<file path="src/rtl/rep_sync_pkg.sv">
// Shared types and constants for the repetition-number sync supervisor.
package rep_sync_pkg;

  typedef enum logic [1:0] {
    ST_IDLE  = 2'd0,
    ST_TRACK = 2'd1,
    ST_RESET = 2'd2,
    ST_LOCK  = 2'd3
  } ch_state_e;

  localparam int unsigned MODE_PULSE = 0;
  localparam int unsigned MODE_LEVEL = 1;

  localparam int unsigned RN_W_DEF  = 8;
  localparam int unsigned CNT_W_DEF = 4;

endpackage

</file>
<file path="src/rtl/rep_sync_supervisor_if.sv">
// Receive-side compare bus and per-channel status outputs of the supervisor.
interface rep_sync_supervisor_if #(
  parameter int unsigned N_CH  = 2,
  parameter int unsigned RN_W  = 8,
  parameter int unsigned CNT_W = 4
);
  logic [N_CH-1:0]       rx_stb;
  logic [N_CH*RN_W-1:0]  crn;
  logic [N_CH*RN_W-1:0]  rn;
  logic [N_CH-1:0]       clr;
  logic [N_CH-1:0]       rst;
  logic [N_CH-1:0]       in_sync;
  logic [N_CH-1:0]       fault;
  logic [N_CH*CNT_W-1:0] mis_cnt;

  modport master (output rx_stb, crn, rn, clr, input rst, in_sync, fault, mis_cnt);
  modport slave  (input rx_stb, crn, rn, clr, output rst, in_sync, fault, mis_cnt);
endinterface

</file>
<file path="src/rtl/rep_sync_ch.sv">
// Single-channel sync supervisor: mismatch counter, resync reset FSM, retry lockout.
module rep_sync_ch
  import rep_sync_pkg::*;
#(
  parameter int unsigned RN_W      = RN_W_DEF,
  parameter int unsigned CNT_W     = CNT_W_DEF,
  parameter int unsigned MAX_RX    = 11,
  parameter int unsigned MODE      = MODE_PULSE,
  parameter int unsigned RST_PULSE = 4,
  parameter int unsigned MAX_RETRY = 3
) (
  input  logic             clk,
  input  logic             rst_n,
  input  logic             rx_stb_i,
  input  logic [RN_W-1:0]  crn_i,
  input  logic [RN_W-1:0]  rn_i,
  input  logic             clr_i,
  output logic             rst_o,
  output logic             in_sync_o,
  output logic             fault_o,
  output logic [CNT_W-1:0] mis_cnt_o
);

  localparam int unsigned PW  = (RST_PULSE > 1) ? $clog2(RST_PULSE) : 1;
  localparam int unsigned RTW = $clog2(MAX_RETRY + 1);
  localparam logic [CNT_W-1:0] MIS_LIM    = CNT_W'(MAX_RX);
  localparam logic [PW-1:0]    PULSE_LAST = PW'(RST_PULSE - 1);
  localparam logic [RTW-1:0]   RETRY_LIM  = RTW'(MAX_RETRY);

  ch_state_e        state_q;
  logic [CNT_W-1:0] mis_cnt_q;
  logic [PW-1:0]    pulse_q;
  logic [RTW-1:0]   retry_q;
  logic             rst_q;
  logic             in_sync_q;
  logic             fault_q;

  logic             match_c;
  logic [CNT_W-1:0] mis_inc_c;
  logic [RTW-1:0]   retry_inc_c;

  assign match_c     = (crn_i == rn_i);
  assign mis_inc_c   = mis_cnt_q + CNT_W'(1);
  assign retry_inc_c = retry_q + RTW'(1);

  // Leaving TRACK at the limit keeps the counter saturated at MAX_RX.
  always_ff @(posedge clk or negedge rst_n) begin
    if (!rst_n) begin
      state_q   <= ST_IDLE;
      mis_cnt_q <= '0;
      pulse_q   <= '0;
      retry_q   <= '0;
      rst_q     <= 1'b0;
      in_sync_q <= 1'b0;
      fault_q   <= 1'b0;
    end else if (clr_i) begin
      state_q   <= ST_IDLE;
      mis_cnt_q <= '0;
      pulse_q   <= '0;
      retry_q   <= '0;
      rst_q     <= 1'b0;
      in_sync_q <= 1'b0;
      fault_q   <= 1'b0;
    end else begin
      case (state_q)
        ST_IDLE, ST_TRACK: begin
          if (rx_stb_i) begin
            state_q <= ST_TRACK;
            if (match_c) begin
              mis_cnt_q <= '0;
              in_sync_q <= 1'b1;
              retry_q   <= '0;
            end else begin
              in_sync_q <= 1'b0;
              mis_cnt_q <= mis_inc_c;
              if (mis_inc_c == MIS_LIM) begin
                state_q <= ST_RESET;
                rst_q   <= 1'b1;
                pulse_q <= '0;
              end
            end
          end
        end
        ST_RESET: begin
          if (MODE == MODE_LEVEL) begin
            if (rx_stb_i && match_c) begin
              state_q   <= ST_TRACK;
              rst_q     <= 1'b0;
              mis_cnt_q <= '0;
              in_sync_q <= 1'b1;
            end
          end else if (pulse_q == PULSE_LAST) begin
            rst_q     <= 1'b0;
            mis_cnt_q <= '0;
            retry_q   <= retry_inc_c;
            if (retry_inc_c == RETRY_LIM) begin
              state_q <= ST_LOCK;
              fault_q <= 1'b1;
            end else begin
              state_q <= ST_TRACK;
            end
          end else begin
            pulse_q <= pulse_q + PW'(1);
          end
        end
        ST_LOCK: begin
          rst_q <= 1'b0;
        end
        default: state_q <= ST_IDLE;
      endcase
    end
  end

  assign rst_o     = rst_q;
  assign in_sync_o = in_sync_q;
  assign fault_o   = fault_q;
  assign mis_cnt_o = mis_cnt_q;

endmodule

</file>
<file path="src/rtl/rep_sync_supervisor.sv">
// N_CH independent repetition-number sync supervisors on shared packed buses.
module rep_sync_supervisor
  import rep_sync_pkg::*;
#(
  parameter int unsigned N_CH      = 2,
  parameter int unsigned RN_W      = RN_W_DEF,
  parameter int unsigned CNT_W     = CNT_W_DEF,
  parameter int unsigned MAX_RX    = 11,
  parameter int unsigned MODE      = MODE_PULSE,
  parameter int unsigned RST_PULSE = 4,
  parameter int unsigned MAX_RETRY = 3
) (
  input  logic                  clk,
  input  logic                  rst_n,
  rep_sync_supervisor_if.slave  bus
);

  if (N_CH < 1) begin : g_bad_n_ch
    $error("rep_sync_supervisor: N_CH must be >= 1");
  end
  if (MAX_RX < 1 || MAX_RX >= (32'd1 << CNT_W)) begin : g_bad_max_rx
    $error("rep_sync_supervisor: MAX_RX must satisfy 1 <= MAX_RX < 2**CNT_W");
  end
  if (MODE > MODE_LEVEL) begin : g_bad_mode
    $error("rep_sync_supervisor: MODE must be 0 or 1");
  end
  if (RST_PULSE < 1 || MAX_RETRY < 1) begin : g_bad_pulse_retry
    $error("rep_sync_supervisor: RST_PULSE and MAX_RETRY must be >= 1");
  end

  logic [N_CH-1:0]       rst_w;
  logic [N_CH-1:0]       in_sync_w;
  logic [N_CH-1:0]       fault_w;
  logic [N_CH*CNT_W-1:0] mis_cnt_w;

  for (genvar i = 0; i < N_CH; i++) begin : g_ch
    rep_sync_ch #(
      .RN_W      (RN_W),
      .CNT_W     (CNT_W),
      .MAX_RX    (MAX_RX),
      .MODE      (MODE),
      .RST_PULSE (RST_PULSE),
      .MAX_RETRY (MAX_RETRY)
    ) u_ch (
      .clk       (clk),
      .rst_n     (rst_n),
      .rx_stb_i  (bus.rx_stb[i]),
      .crn_i     (bus.crn[i*RN_W +: RN_W]),
      .rn_i      (bus.rn[i*RN_W +: RN_W]),
      .clr_i     (bus.clr[i]),
      .rst_o     (rst_w[i]),
      .in_sync_o (in_sync_w[i]),
      .fault_o   (fault_w[i]),
      .mis_cnt_o (mis_cnt_w[i*CNT_W +: CNT_W])
    );
  end

  assign bus.rst     = rst_w;
  assign bus.in_sync = in_sync_w;
  assign bus.fault   = fault_w;
  assign bus.mis_cnt = mis_cnt_w;

endmodule

</file>
<file path="src/flat_wrapper.sv">
// flat-port wrapper written by rule: the top's interface ports become plain ports
module rep_sync_supervisor_flat import rep_sync_pkg::*;
#(
  parameter int unsigned N_CH      = 2,
  parameter int unsigned RN_W      = RN_W_DEF,
  parameter int unsigned CNT_W     = CNT_W_DEF,
  parameter int unsigned MAX_RX    = 11,
  parameter int unsigned MODE      = MODE_PULSE,
  parameter int unsigned RST_PULSE = 4,
  parameter int unsigned MAX_RETRY = 3
)
  (clk, rst_n, bus_rx_stb, bus_crn, bus_rn, bus_clr, bus_rst, bus_in_sync, bus_fault, bus_mis_cnt);
  rep_sync_supervisor_if #(.N_CH(N_CH), .RN_W(RN_W), .CNT_W(CNT_W)) bus_i ();
  input  logic clk;
  input  logic rst_n;
  input wire logic [$bits(bus_i.rx_stb)-1:0] bus_rx_stb;
  input wire logic [$bits(bus_i.crn)-1:0] bus_crn;
  input wire logic [$bits(bus_i.rn)-1:0] bus_rn;
  input wire logic [$bits(bus_i.clr)-1:0] bus_clr;
  output wire logic [$bits(bus_i.rst)-1:0] bus_rst;
  output wire logic [$bits(bus_i.in_sync)-1:0] bus_in_sync;
  output wire logic [$bits(bus_i.fault)-1:0] bus_fault;
  output wire logic [$bits(bus_i.mis_cnt)-1:0] bus_mis_cnt;
  assign bus_i.rx_stb = bus_rx_stb;
  assign bus_i.crn = bus_crn;
  assign bus_i.rn = bus_rn;
  assign bus_i.clr = bus_clr;
  assign bus_rst = bus_i.rst;
  assign bus_in_sync = bus_i.in_sync;
  assign bus_fault = bus_i.fault;
  assign bus_mis_cnt = bus_i.mis_cnt;
  rep_sync_supervisor #(.N_CH(N_CH), .RN_W(RN_W), .CNT_W(CNT_W), .MAX_RX(MAX_RX), .MODE(MODE), .RST_PULSE(RST_PULSE), .MAX_RETRY(MAX_RETRY)) u_core (.clk(clk), .rst_n(rst_n), .bus(bus_i));
endmodule
</file>
<file path="config.mk">
export PLATFORM = sky130hd
export DESIGN_NAME = rep_sync_supervisor_flat
export DESIGN_NICKNAME = d
export VERILOG_FILES = /design/src/rtl/rep_sync_pkg.sv /design/src/rtl/rep_sync_supervisor_if.sv /design/src/rtl/rep_sync_ch.sv /design/src/rtl/rep_sync_supervisor.sv /design/src/flat_wrapper.sv
export SDC_FILE = /design/constraint.sdc
export NUM_CORES = 1
export LEC_CHECK = 0
export ABC_AREA = 1
export CORE_MARGIN = 2
export CORE_UTILIZATION = 51
export CTS_CLUSTER_SIZE = 24
export DETAILED_ROUTE_END_ITERATION = 8
export GPL_ROUTABILITY_DRIVEN = 0
export GPL_TIMING_DRIVEN = 0
export PLACE_DENSITY = 0.85
export SYNTH_ARGS = -nofsm -noshare
export SYNTH_HDL_FRONTEND = slang
export SYNTH_SLANG_ARGS = --single-unit
</file>
<file path="constraint.sdc">
create_clock -name clk -period 3.05 [get_ports clk]
set_input_delay 0.305 -clock clk [delete_from_list [all_inputs] [get_ports clk]]
set_output_delay 0.305 -clock clk [all_outputs]
set_load 0.02 [all_outputs]
</file>
## Word-level counts from Yosys, hierarchy flattened

Cells that the tools add are included.
W data, S select, Z words.

| word-level totals | value |
|---|---|
| flip-flop bits (word level) | 26 |
| bits of input ports | 38 |
| output and inout port bits | 14 |
| word-level logic and storage cells | 148 |

| operators by class | value |
|---|---|
| add/sub/neg operators | 6 |
| eq/ne operators | 26 |
| multiplexer cells | 74 |
| reductions and logical operators | 28 |

Operators with widths:

| kind | number |
|---|---|
| $mux W2 | 30 |
| $ne A3 B3 Y1 const B | 12 |
| $mux W4 | 8 |
| $mux W1 | 26 |
| $pmux W2 S2 | 6 |
| $reduce_bool A2 Y1 | 10 |
| $eq A2 B2 Y1 const B | 8 |
| $eq A8 B8 Y1 | 2 |
| $pmux W4 S2 | 2 |
| $reduce_and A4 Y1 | 4 |
| $reduce_and A3 Y1 | 4 |
| $reduce_and A5 Y1 | 2 |
| $add A2 B1 Y2 const B | 4 |
| $add A4 B1 Y4 const B | 2 |
| $eq A4 B4 Y1 const B | 2 |
| $pmux W1 S3 | 2 |
| $reduce_bool A3 Y1 | 2 |
| $eq A2 B1 Y1 const B | 2 |
| $logic_not A2 Y1 | 2 |
| $reduce_and A2 Y1 | 2 |
| $reduce_or A2 Y1 | 2 |

## Depth between registers and ports, before layout

Gate-level depths: netlist of run 1.

| depth | value |
|---|---|
| depth in word-level cells | 7 |
| mapped depth | 11 |
| mapped depth without buffers | 11 |

## Modules after synthesis

A second synthesis of run 1 with hierarchy kept.

| unflattened totals | value |
|---|---|
| cells, all modules | 251 |
| area total of the unflattened synthesis | 1,839.3 sq um |

By module, submodules not included:

| module | instances | cells an instance | area an instance (sq um) | sequential area each (sq um) |
|---|---|---|---|---|
| rep_sync_ch (u_core.g_ch[0].u_ch) | 1 | 125 | 937.1 | 325.3 |
| rep_sync_ch (u_core.g_ch[1].u_ch) | 1 | 126 | 902.1 | 325.3 |

## Least setup slack after synthesis of run 1

OpenSTA, ideal clock, no wires.

| path | value |
|---|---|
| path kind | reg2reg |
| start | register u_core.g_ch[1].u_ch.mis_cnt_q[0] |
| end | register u_core.g_ch[1].u_ch.pulse_q[0] |
| library setup time | 116 ps |
| arrival | 1,404 ps |
| required time | 2,934 ps |
| slack | 1,529 ps |
| stages on the path, launching flop included | 10 |
| path buffers | 0 |
| clock period less this slack | 1,521 ps |
| cell sequence | dfrtp_1 ha_1 xnor2_1 nand2_1 nor2_1 nand2_1 nand2_1 nand2_1 nand2_1 nand2_1 |

| on the way | value |
|---|---|
| word-level cells in the longest chain between the ends | 4 |

Ends and longest elaborated chain:

| element | RTL line | RTL |
|---|---|---|
| start, declared | rep_sync_ch.sv:31 | `logic [CNT_W-1:0] mis_cnt_q;` |
| start signal, assigned | rep_sync_ch.sv:75 | `mis_cnt_q <= mis_inc_c;` |
| $add A4 B1 Y4 | rep_sync_ch.sv:43 | `assign mis_inc_c = mis_cnt_q + CNT_W'(1);` |
| $eq A4 B4 Y1 | rep_sync_ch.sv:76 | `if (mis_inc_c == MIS_LIM) begin` |
| $ne A3 B3 Y1 (no source line) | - |  |
| $reduce_and A5 Y1 (no source line) | - |  |
| end signal, assigned | rep_sync_ch.sv:103 | `pulse_q <= pulse_q + PW'(1);` |
| end, declared | rep_sync_ch.sv:32 | `logic [PW-1:0] pulse_q;` |

Every way passes these cells.
A chain may end at the register's enable or synchronous reset.

## Worst setup path in the final report of run 1

| path | value |
|---|---|
| start | register u_core.g_ch[0].u_ch.in_sync_q |
| end | output bus_in_sync[0] |

RTL lines:

| element | RTL line | RTL |
|---|---|---|
| start, declared | rep_sync_ch.sv:35 | `logic in_sync_q;` |
| start signal, assigned | rep_sync_ch.sv:54 | `in_sync_q <= 1'b0;` |
| start signal, assigned | rep_sync_ch.sv:62 | `in_sync_q <= 1'b0;` |
| start signal, assigned | rep_sync_ch.sv:71 | `in_sync_q <= 1'b1;` |
| end, declared | flat_wrapper.sv:21 | `output wire logic [$bits(bus_i.in_sync)-1:0] bus_in_sync;` |

No word-level cell between the ends.

==> results.toml, run 1 <==
[status]
outcome = "finished, final reports clean"

[place]
port_buffers = 51
preCtsSetupSlack_ns = 1.27
detailedPlacementHpwl_mm = 2.90

[sta]
final-hold-violation-count = 0
post-route-min-period_ns = 1.71
worstMarginPinSlew_ns = 1.14
unrepaired_setup_endpoints_after_global_routing = "no"
maxSlewHeadroom_pct = 23.9
fin_skew_ns = 0.00854
finalMaxSlewViolations = 0
finalSetupViolCount = 0
max_clock_freq_mhz = 584
holdWs_ns = 0.487
setup_slack_ns = 1.34
post_route_clock_period_utilization_pct = 56.1
final.setup.tns_ns = 0

[cts]
ctsResizeCount = 0
cts_made_buffers = 3
number_of_h_tree_levels = 1
post-cts-setup-buffer-count = 0
clkSinkCount = 26
clk_latency_ns = 0.32
clock_tree.root_cell = "clkbuf_4"
cts_tree = "done"
clock_path_buffers = 2
holdBufCountCts = 0
worst_setup_hold_path_clk_slew_ns = 0.15

[route]
drt_iter0_drc = 71
drt.antenna.violating_nets = 0
remaining_drc_errors = 0
detailroute.via_count = 1695
detail_route.first_pass.iterations = 4
finalWirelength_mm = 3.53
wl_cell_um = 9.88
post_drt_via_cell_ratio = 4.75

[critical_path]
cp-end-kind = "primary output"
critPathArrivalTime_ns = 1.41
critical_path.max_fanout = 2
critical_path_required_ns = 2.74
classification_of_the_worst_setup_path = "register to primary output"
setup.worst_path.start_class = "register"

[synthesis]
ys_seq_area_share_pct = 36.7
combinational_family_with_the_most_area_after_synthesis = "simple AND/OR/NAND/NOR gates"
synth_top_cell_by_area = "dfrtp_1"
post_synth_inst_count = 256
synth.net_count = 302
synthSimpleGateAreaFrac_pct = 34.9
post_synth_cell_types = 23
synth-adder-area-share_pct = 5.64
fraction_of_synthesized_cell_area_in_xor_and_xnor_cells_pct = 4.94
syn-cell-area_mm2 = 0.00177
yosys_warnings = 0
yosys-mux-area-fraction_pct = 0
syn_area_per_cell_um2 = 6.93
yosys_register_bits = 26
synth.top_cells.by_area = "dfrtp_1 (37%), nand2_1 (22%), inv_1 (7.2%)"
compound_gate_portion_of_the_synthesized_area_pct = 7.05
yosys.area.top_type_share_pct = 36.7

[pwr]
power.clock.fraction_pct = 24.3
total_leakage_power_uw = 0.00122
power_density_mw_per_mm2 = 306
intPower_uw = 526
vdd_ir_drop_max_uv = 148
p_seq_share_pct = 51.2
power_uw = 728
sw_ratio_pct = 27.8
net-switching-power_uw = 202
power.share.combinational_pct = 24.5

[cells_and_area]
multiInputGateArea_um2 = 932
mostFrequentLayoutCells = "nand2_1 (103), clkdlybuf4s50_1 (51), inv_1 (34)"
antennaDiodeCount = 0
finish.net_count = 358
number_of_filler_instances_in_the_final_layout = 296
area_growth_pct = 34.1
commonest_non_fill_non_tap_cell_in_the_layout = "nand2_1"
layout-drive-gt1-share_pct = 8.36
sequential_cell_area_um2 = 651

[floorplanning]
die_h_um = 63.0
floorplan.io_pins = 52
dieArea_mm2 = 0.00397
coreArea_mm2 = 0.00334
row_count = 21
initial_core_util_pct = 53.2
die-width_um = 63.0

[global_route]
grt_first_pass_wirelength_mm = 6.58
groute.usage.overall_pct = 20.2
grt_antenna_before_repair = 0
first_global_vias = 1625
grt_start_max_net_pins = 27
global_route.overflow_total = 0

[run]
timing.max_cap.violations = 0

[min_path]
hold_path.class = "register to register"
sequential cells by signal, indices dropped and copies added (netlist names):
name,cells
u_core.g_ch.u_ch.fault_o,2
u_core.g_ch.u_ch.in_sync_o,2
u_core.g_ch.u_ch.mis_cnt_o,8
u_core.g_ch.u_ch.pulse_q,4
u_core.g_ch.u_ch.retry_q,4
u_core.g_ch.u_ch.rst_o,2
u_core.g_ch.u_ch.state_q,4
final timing paths:
path	cells after the start	from	slack (ns)	to
max in group asynchronous	1	rst_n	1.80	u_core.g_ch[1].u_ch.rst_o
setup reg to reg	9	u_core.g_ch[0].u_ch.mis_cnt_o[0]	1.42	u_core.g_ch[0].u_ch.pulse_q[0]
hold reg to reg	2	u_core.g_ch[1].u_ch.rst_o	0.49	u_core.g_ch[1].u_ch.rst_o
hold / removal	2	u_core.g_ch[1].u_ch.rst_o	0.49	u_core.g_ch[1].u_ch.rst_o
min in group asynchronous	1	rst_n	0.57	u_core.g_ch[0].u_ch.pulse_q[0]
setup / recovery	2	u_core.g_ch[0].u_ch.in_sync_o	1.34	bus_in_sync[0]
Yosys cell counts:
| master | number |
|---|---|
| or2_2 | 1 |
| xnor2_1 | 8 |
| nand2_2 | 3 |
| nor2_1 | 16 |
| xor2_1 | 2 |
| o21ai_0 | 10 |
| a21oi_2 | 1 |
| buf_4 | 6 |
| a21oi_4 | 1 |
| a31oi_1 | 1 |
| inv_2 | 5 |
| nand3b_1 | 1 |
| ha_1 | 8 |
| inv_1 | 34 |
| o21ai_1 | 2 |
| o21ai_2 | 1 |
| nand3_1 | 19 |
| nor2_4 | 3 |
| dfrtp_1 | 26 |
| a21oi_1 | 2 |
| o31ai_1 | 2 |
| nand2_4 | 1 |
| nand2_1 | 103 |
final cells by class:
cell class | instances | area share, %
Buffer | 6 | 1.89
Clock buffer | 4 | 1.53
Inverter | 39 | 6.15
Multi-Input combinational cell | 185 | 39.2
Sequential cell | 26 | 27.4
Tap cell | 46 | 2.42
Timing Repair Buffer | 51 | 21.5
through the flow:
stage	util [%]	cell area, µm²	instances
6_report	71.3	2380	357
3_3_place_gp	70.2	2340	353
4_1_cts	71.3	2380	357
2_1_floorplan	-	1770	256
3_5_place_dp	70.2	2340	353
5_1_grt	71.3	2380	357
power groups by stage:
stage | registers [µW] | logic (µW) | clock network [µW]
floorplan | 387 | 76.8 | 0
global placement | 379 | 176 | 0
detailed placement | 379 | 180 | 0
CTS | 373 | 181 | 181
global route | 376 | 200 | 198
finish | 373 | 178 | 177
cell families after synthesis:
group / after synthesis
DFF: 26
xor gates and xnor gates: 10
adders and majority gates: 8
and+or+nand+nor: 147
buffers and inverters: 45
AOI/OAI and AO/OA: 20
routing by layer:
layer,vias to the layer above,GRT usage [%],part of all wire [%]
met3,6,4.86,8.0
met2,51,36.6,49
met4,0,4.72,0.94
met5,-,0,0
met1,745,24.0,42
li1,893,-,-
critical path, cell delays in order (launching register included):
cell and delay (ns):
dfrtp_1 0.39, buf_4 0.11, clkdlybuf4s50_1 0.59
(Power assumes the default switching activity.)
==> inputs of run 2 (changes only) <==
- CORE_UTILIZATION: 51 -> 43
- PLACE_DENSITY: 0.85 -> 0.77
- clock period: 3.05 -> 1.5 ns (I/O delays scaled with it)
==> results.toml, run 2 (synthesis results as in run 1) <==
[status]
outcome = "finished, final reports clean"

[route]
drt.antenna.violating_nets = 0
detailroute.via_count = 1695
post_drt_via_cell_ratio = 4.63
remaining_drc_errors = 0
finalWirelength_mm = 3.70
wl_cell_um = 10.1
drt_iter0_drc = 42
detail_route.first_pass.iterations = 4

[cts]
clock_path_buffers = 2
cts_made_buffers = 3
clk_latency_ns = 0.27
holdBufCountCts = 0
number_of_h_tree_levels = 1
cts_tree = "done"
worst_setup_hold_path_clk_slew_ns = 0.10
clkSinkCount = 26
clock_tree.root_cell = "clkbuf_8"

[global_route]
global_route.overflow_total = 0
grt_first_pass_wirelength_mm = 6.13
first_global_vias = 1562
groute.usage.overall_pct = 17.3
grt_start_max_net_pins = 27
grt_antenna_before_repair = 0

[cells_and_area]
max_ffs_per_register = 8
area_growth_pct = 41.8
finish.net_count = 363
commonest_non_fill_non_tap_cell_in_the_layout = "nand2_1"
antennaDiodeCount = 0
final_cells = 366
mostFrequentLayoutCells = "nand2_1 (100), clkdlybuf4s50_1 (39), inv_1 (33)"
layout-drive-gt1-share_pct = 13.9

[floorplanning]
die-width_um = 68.2
initial_core_util_pct = 44.7
coreArea_mm2 = 0.00397
floorplan.io_pins = 52
dieArea_mm2 = 0.00466
row_count = 23
die_h_um = 68.2

[sta]
finalMaxSlewViolations = 0
setup_slack_ns = 0.0580
finalSetupViolCount = 0
post_route_clock_period_utilization_pct = 96.1
worstMarginPinSlew_ns = 1.16
max_clock_freq_mhz = 693
fin_skew_ns = 0.00977
final.setup.tns_ns = 0
final-hold-violation-count = 0
maxSlewHeadroom_pct = 22.6
post-route-min-period_ns = 1.44
unrepaired_setup_endpoints_after_global_routing = "yes"

[critical_path]
classification_of_the_worst_setup_path = "register to register"
regToRegStartpoint = "u_core.g_ch[0].u_ch.mis_cnt_o[0]"
timing.reg2reg.setup_slack_ns = 0.06
reg2regPathDepth = 9
critPathArrivalTime_ns = 1.62
worst_r2r_endpoint = "u_core.g_ch[0].u_ch.pulse_q[0]"
cp-end-kind = "register"
critical_path.max_fanout = 5
critical_path_required_ns = 1.68
setup.worst_path.start_class = "register"

[place]
placedCellCount = 357
preCtsSetupSlack_ns = -0.197
detailedPlacementHpwl_mm = 2.93
port_buffers = 51

[pwr]
net-switching-power_uw = 443
power.clock.fraction_pct = 33.7
p_seq_share_pct = 43.5
vdd_ir_drop_max_uv = 375
sw_ratio_pct = 25.5
total_leakage_power_uw = 0.00141
power.share.combinational_pct = 22.8
power_density_mw_per_mm2 = 691
intPower_uw = 1300

[run]
timing.max_cap.violations = 0

[min_path]
hold_path.class = "input pin to async pin"
==> run 2: cell count changes in the layout (fill, tap and decap cells not counted), sizes merged <==
cell           delta
clkdlybuf4s50    -12
buf               +6
dlygate4sd2       +2
dlymetal6s2s      +9
bufinv            +1
clkbuf            -1
==> run 2: area by class of cell <==
| cell class | count | area (µm²) |
|---|---|---|
| plain buffers | 6 | 45.0 |
| clock buffers | 3 | 41.3 |
| clock inverters | 1 | 30.0 |
| fillers | 376 | 1460 |
| inverters | 39 | 146 |
| multi-input cells | 185 | 972 |
| flip-flops and latches | 26 | 653 |
| well taps | 50 | 62.6 |
| repair buffers | 56 | 566 |
==> run 2: through the flow <==
step	area (µm²)	power, µW	hold slack [ns]	util, %
2_1_floorplan	1780	945	-0.146	-
3_3_place_gp	2350	1130	0.458	59.2
3_5_place_dp	2350	1140	0.464	59.2
4_1_cts	2440	1740	0.488	61.5
5_1_grt	2520	1840	0.177	63.4
6_report	2520	1740	0.0962	63.4
==> run 2: layer usage <==
metal / global-route usage, % / wire length [µm]
met5: 0 / 0
met3: 4.11 / 292
met2: 34.5 / 1910
met1: 17.2 / 1480
met4: 5.50 / 20
==> run 2: power by group through the flow <==
stage                     combinational [µW]  sequential [µW]  clock, µW
final                                    397              757        585
after global routing                     444              762        633
after CTS                                383              756        601
after detailed placement                 371              773          0
after global placement                   359              773          0
after floorplan                          156              788          0
==> run 2: how the worst max path moves through the flow <==
stage | cells past startpoint | endpoint | slack, ns | startpoint
after floorplan | 9 | u_core.g_ch[1].u_ch.pulse_q[0] | 0.002 | u_core.g_ch[1].u_ch.mis_cnt_o[1]
after global placement | 1 | u_core.g_ch[1].u_ch.mis_cnt_o[0] | -0.19 | rst_n
after detailed placement | 1 | u_core.g_ch[1].u_ch.mis_cnt_o[0] | -0.20 | rst_n
after CTS | 9 | u_core.g_ch[0].u_ch.pulse_q[0] | 0.005 | u_core.g_ch[0].u_ch.mis_cnt_o[1]
after global routing | 9 | u_core.g_ch[0].u_ch.rst_o | -0.03 | u_core.g_ch[0].u_ch.mis_cnt_o[0]
final | 9 | u_core.g_ch[0].u_ch.pulse_q[0] | 0.06 | u_core.g_ch[0].u_ch.mis_cnt_o[0]
==> run 2: repair_timing <==
action | 4_1_cts | 5_1_grt
resized for setup | 6 | 17
setup buffers | 2 | 3
pin swaps | 4 | 3
setup endpoints to repair | 8 | 18
==> run 2: worst max-delay path, stage by stage (launching register included) <==
cell	delay (ns)
dfrtp_2	0.42
ha_2	0.20
xnor2_2	0.16
nand2_1	0.08
nor2_2	0.11
nand2_1	0.09
nand2_2	0.10
nand2_1	0.08
nand2_1	0.06
nand2_1	0.04
